File: config.mk
export PLATFORM = sky130hd
export DESIGN_NAME = alu_arbiter
export DESIGN_NICKNAME = d
export VERILOG_FILES = /design/src/rtl/alu_arbiter.sv
export SDC_FILE = /design/constraint.sdc
export NUM_CORES = 1
export LEC_CHECK = 0
export ABC_AREA = 1
export CAP_MARGIN = 10
export CORE_ASPECT_RATIO = 1.4
export CORE_MARGIN = 3
export CORE_UTILIZATION = 39
export DETAILED_ROUTE_END_ITERATION = 10
export HOLD_SLACK_MARGIN = 0.12
export PLACE_DENSITY = 0.81
export SYNTH_ARGS = -nofsm -noshare
export SYNTH_HDL_FRONTEND = slang
export SYNTH_SLANG_ARGS = --single-unit
export TNS_END_PERCENT = 10
File: constraint.sdc
create_clock -name clk -period 1.8 [get_ports clk]
set_clock_uncertainty 0.2 [all_clocks]
set_input_delay 0.36 -clock clk [delete_from_list [all_inputs] [get_ports clk]]
set_output_delay 0.36 -clock clk [all_outputs]
set_load 0.005 [all_outputs]
File: src/rtl/alu_arbiter.sv
// Two-requester front end for one shared combinational ALU: one operation in flight, IDLE/EXEC/RESP.
// Define ALU_ARB_RR_EN for round-robin tie breaking; the default is fixed priority to requester 0.
module alu_arbiter #(
  parameter int WIDTH = 32
) (
  input  logic             clk,
  input  logic             rst_n,
  input  logic             req0_valid,
  output logic             req0_ready,
  input  logic [WIDTH-1:0] req0_a,
  input  logic [WIDTH-1:0] req0_b,
  input  logic [2:0]       req0_op,
  input  logic             req1_valid,
  output logic             req1_ready,
  input  logic [WIDTH-1:0] req1_a,
  input  logic [WIDTH-1:0] req1_b,
  input  logic [2:0]       req1_op,
  output logic             resp0_valid,
  input  logic             resp0_ready,
  output logic             resp1_valid,
  input  logic             resp1_ready,
  output logic [WIDTH-1:0] resp_data,
  output logic [WIDTH-1:0] alu_a,
  output logic [WIDTH-1:0] alu_b,
  output logic [2:0]       alu_op,
  input  logic [WIDTH-1:0] alu_c
);

  typedef enum logic [1:0] {IDLE, EXEC, RESP} state_t;

  state_t           state_q, state_d;
  logic [WIDTH-1:0] a_q, b_q, data_q;
  logic [2:0]       op_q;
  logic             id_q;
  logic             gnt_vld, gnt_id, tie_id, acc, resp_hs;

`ifdef ALU_ARB_RR_EN
  logic last_q;

  // Reset value 1 hands requester 0 the first tie.
  always_ff @(posedge clk or negedge rst_n) begin
    if (!rst_n)   last_q <= 1'b1;
    else if (acc) last_q <= gnt_id;
  end

  assign tie_id = ~last_q;
`else
  assign tie_id = 1'b0;
`endif

  // rst_n gates the grant so ready stays low while reset is held, even with valid high.
  always_comb begin
    gnt_vld = rst_n && (state_q == IDLE) && (req0_valid || req1_valid);
    gnt_id  = (req0_valid && req1_valid) ? tie_id : req1_valid;
  end

  assign req0_ready = gnt_vld & ~gnt_id;
  assign req1_ready = gnt_vld &  gnt_id;
  assign acc        = gnt_vld;
  assign resp_hs    = (state_q == RESP) && (id_q ? resp1_ready : resp0_ready);

  always_comb begin
    state_d = state_q;
    case (state_q)
      IDLE:    if (acc)     state_d = EXEC;
      EXEC:                 state_d = RESP;
      RESP:    if (resp_hs) state_d = IDLE;
      default:              state_d = IDLE;
    endcase
  end

  always_ff @(posedge clk or negedge rst_n) begin
    if (!rst_n) begin
      state_q <= IDLE;
      a_q     <= '0;
      b_q     <= '0;
      op_q    <= '0;
      id_q    <= 1'b0;
      data_q  <= '0;
    end else begin
      state_q <= state_d;
      if (acc) begin
        a_q  <= gnt_id ? req1_a  : req0_a;
        b_q  <= gnt_id ? req1_b  : req0_b;
        op_q <= gnt_id ? req1_op : req0_op;
        id_q <= gnt_id;
      end
      if (state_q == EXEC) data_q <= alu_c;
    end
  end

  assign alu_a       = a_q;
  assign alu_b       = b_q;
  assign alu_op      = op_q;
  assign resp_data   = data_q;
  assign resp0_valid = (state_q == RESP) && !id_q;
  assign resp1_valid = (state_q == RESP) &&  id_q;

endmodule

==> flow_summary.ini <==
[clock_network]
root_buffer = clkbuf_16
clkSinkCount = 102
htreeDepth = 3
clkTransAtPathRegs_ns = 0.07
numCtsBuffers = 9
clk_latency_ns = 0.33
cts_buffer_depth = 2
cts_tree = done

[worst_hold_path]
whs_path_depth = 3
hold_class = in -> reg

[layout]
syn_to_final_growth_pct = 68.7
n_antenna_cell = 0
num-fill-cells = 972
drive_gt1_share_pct = 5.55
post-route-util_pct = 68.6
stdcell_count = 1084
layout.nets = 1105
design_area_um2 = 8270

[routing]
num_vias = 5251
totalWireLength_um = 16300
routedWlPerCell_um = 15.0
met2WireLength_um = 8010
met3WireLength_um = 1560
wl_met1_um = 6170
final_antenna_net_count = 0
firstDrtPassIters = 4
highest_layer = met5
drc = 0
drtIter0Drc = 186
viasPerCell = 4.84

[yosys]
synth_area_leaders = dfrtp_1 52%, nand2_1 31%, nand3_1 10%
syn_nets = 843
synth-seq-area-share_pct = 52.1
synthDistinctLibCells = 14
netlist_area_um2 = 4900
yosys.area.top_type = dfrtp_1
ys_warn_count = 0
async_flop_share_pct = 100
synth_edf_count = 0
synth.top_cell.area_share_pct = 52.1
synthesis.instances = 671
ys.flop_type = dfrtp_1
synth_common_cells = 408 x nand2_1, 102 x dfrtp_1, 100 x nand3_1
synth-seq-cells = 102
syn_area_per_cell_um2 = 7.31
synth_most_common_cell = nand2_1

[die]
chipWidth_um = 101
dieArea_um2 = 14000
rows = 47
die_height_um = 139
start_util_pct = 40.7
io_pins = 275
coreArea_um2 = 12100

[place]
port_buffers = 274
hpwl_um = 11600
place_inst = 1061
gp_congestion = 0.790
dpl_cell_area_um2 = 7770
dpl_worst_slack_ns = -0.472

[setup_path]
rr_worst_depth = 7
arrival_ns = 1.36
crit_path_cell_trace = buf_6 > nor2_4 > buf_6 > nand3_4 > a21oi_2 > buf_2
cp.required_ns = 1.24
crit_path_end_kind = primary output
slowest_stage = dfrtp_1
slowest_delay_ns = 0.40
critPathKind = reg -> out
cp-start-kind = register
cp_common_cell = buf_6
cp_max_fo = 2
r2r_slack_ns = 0.01

[sta]
hold_viol_final = 0
timing.hold.ws_ns = 0.161
layout_setup_ws_ns = -0.123
fin_crit_sh_pct = 107
worst_slew_margin_rel_pct = 52.0
max_freq_mhz = 520
min_period_ns = 1.92
tns_ns = -0.144
setup_viol = 2
rsz0062_at_grt = true
finalMaxSlewViolations = 0
worst_pin_slew_ns = 0.719

[power]
p_sw_mw = 3.38
cell_internal_pwr_mw = 7.12
p_per_area_nw_per_um2 = 1270
ir_drop_uv = 548
seqPwrFrac_pct = 37.3
p_sw_share_pct = 32.2
finalPower_mw = 10.5
p_comb_share_pct = 42.7
p_leak_nw = 4.73
power_frac_clock_pct = 20.0

[global_routing]
grt_pass1_wl_um = 25800
grtUsageTotal_pct = 23.2
antenna_found_initial = 1
overflow = 0
grt_pass1_vias = 4997
grt_start_max_net_pins = 101

[outcome]
violations = setup timing
status = complete, but fails checks

[job]
drv_cap = 0
-- power by group through the flow --
stage	sequential (mW)	combinational, mW	clock [mW]
finish	3.91	4.48	2.11
global route	4.04	4.98	2.25
CTS	3.94	4.64	2.16
detailed placement	3.98	4.72	0
global placement	3.93	4.64	0
floorplan	4.02	1.54	0
-- repair_timing --
item	4_1_cts	5_1_grt
hold buffers	1	1
endpoints found under the setup margin	89	118
gates resized for setup	37	55
endpoints found under the hold margin	102	2
setup buffers	5	1
pin swaps	1	3
-- area by class of cell --
class	count	area [µm²]	area share (%)
Clock inverter	5	83.8	1.01
Tap cell	147	184	2.22
Timing Repair Buffer	297	3080	37.2
Sequential cell	102	2550	30.9
Clock buffer	10	239	2.89
Multi-Input combinational cell	517	2110	25.6
Inverter	6	22.5	0.272
-- cells in the final DEF (no fill, tap or decap) --
master	Yosys	routed
nand3_1	100	100
nand2_2	0	1
nor2_1	4	2
inv_2	2	3
clkinv_4	0	1
buf_2	13	5
dfrtp_1	102	102
clkbuf_8	0	1
clkdlybuf4s50_1	0	203
nand4_1	1	1
dlygate4sd3_1	0	1
buf_4	7	12
dlymetal6s2s_1	0	46
nor2_2	0	1
buf_12	0	6
clkbuf_16	0	9
buf_6	3	4
inv_1	4	3
clkinvlp_4	0	2
nor2_4	2	3
nand3_4	0	1
dlymetal6s4s_1	0	1
bufinv_16	0	2
a21oi_2	0	1
dlygate4sd2_1	0	19
nand2_1	408	407
-- final timing paths --
path | start | to
setup / recovery | state_q[1] | req0_ready
hold / removal | rst_n | id_q
setup reg to reg | state_q[1] | alu_b[18]
hold reg to reg | resp_data[21] | resp_data[21]
max in group asynchronous | rst_n | state_q[0]
min in group asynchronous | rst_n | alu_a[4]
-- sequential cells by signal (all words and copies together) (netlist names) --
name and flops:
alu_a 32, alu_b 32, resp_data 32, alu_op 3, state_q 2, id_q 1
-- worst max-delay path: cells and delay by family (launching register included) --
kind	cells	cell delay (ns)
flip-flops	1	0.40
AND/OR/NAND/NOR	2	0.17
buffers and inverters	3	0.37
AO/OA/AOI/OAI	1	0.09
-- layer usage --
metal,vias up,GRT usage [%]
li1,2597,-
met1,2389,27.8
met2,231,37.8
met3,32,8.00
met4,2,9.01
met5,-,0
-- cell families (layout without fill, tap and decap cells) --
group           count (synthesis)  after routing  synth area share, %
simple gates                  516            516                 42.5
flops                         102            102                 52.1
buf+inv                        52            318                 5.31
compound gates                  1              1                0.102
No activity file was read; power rests on OpenSTA's default activity.
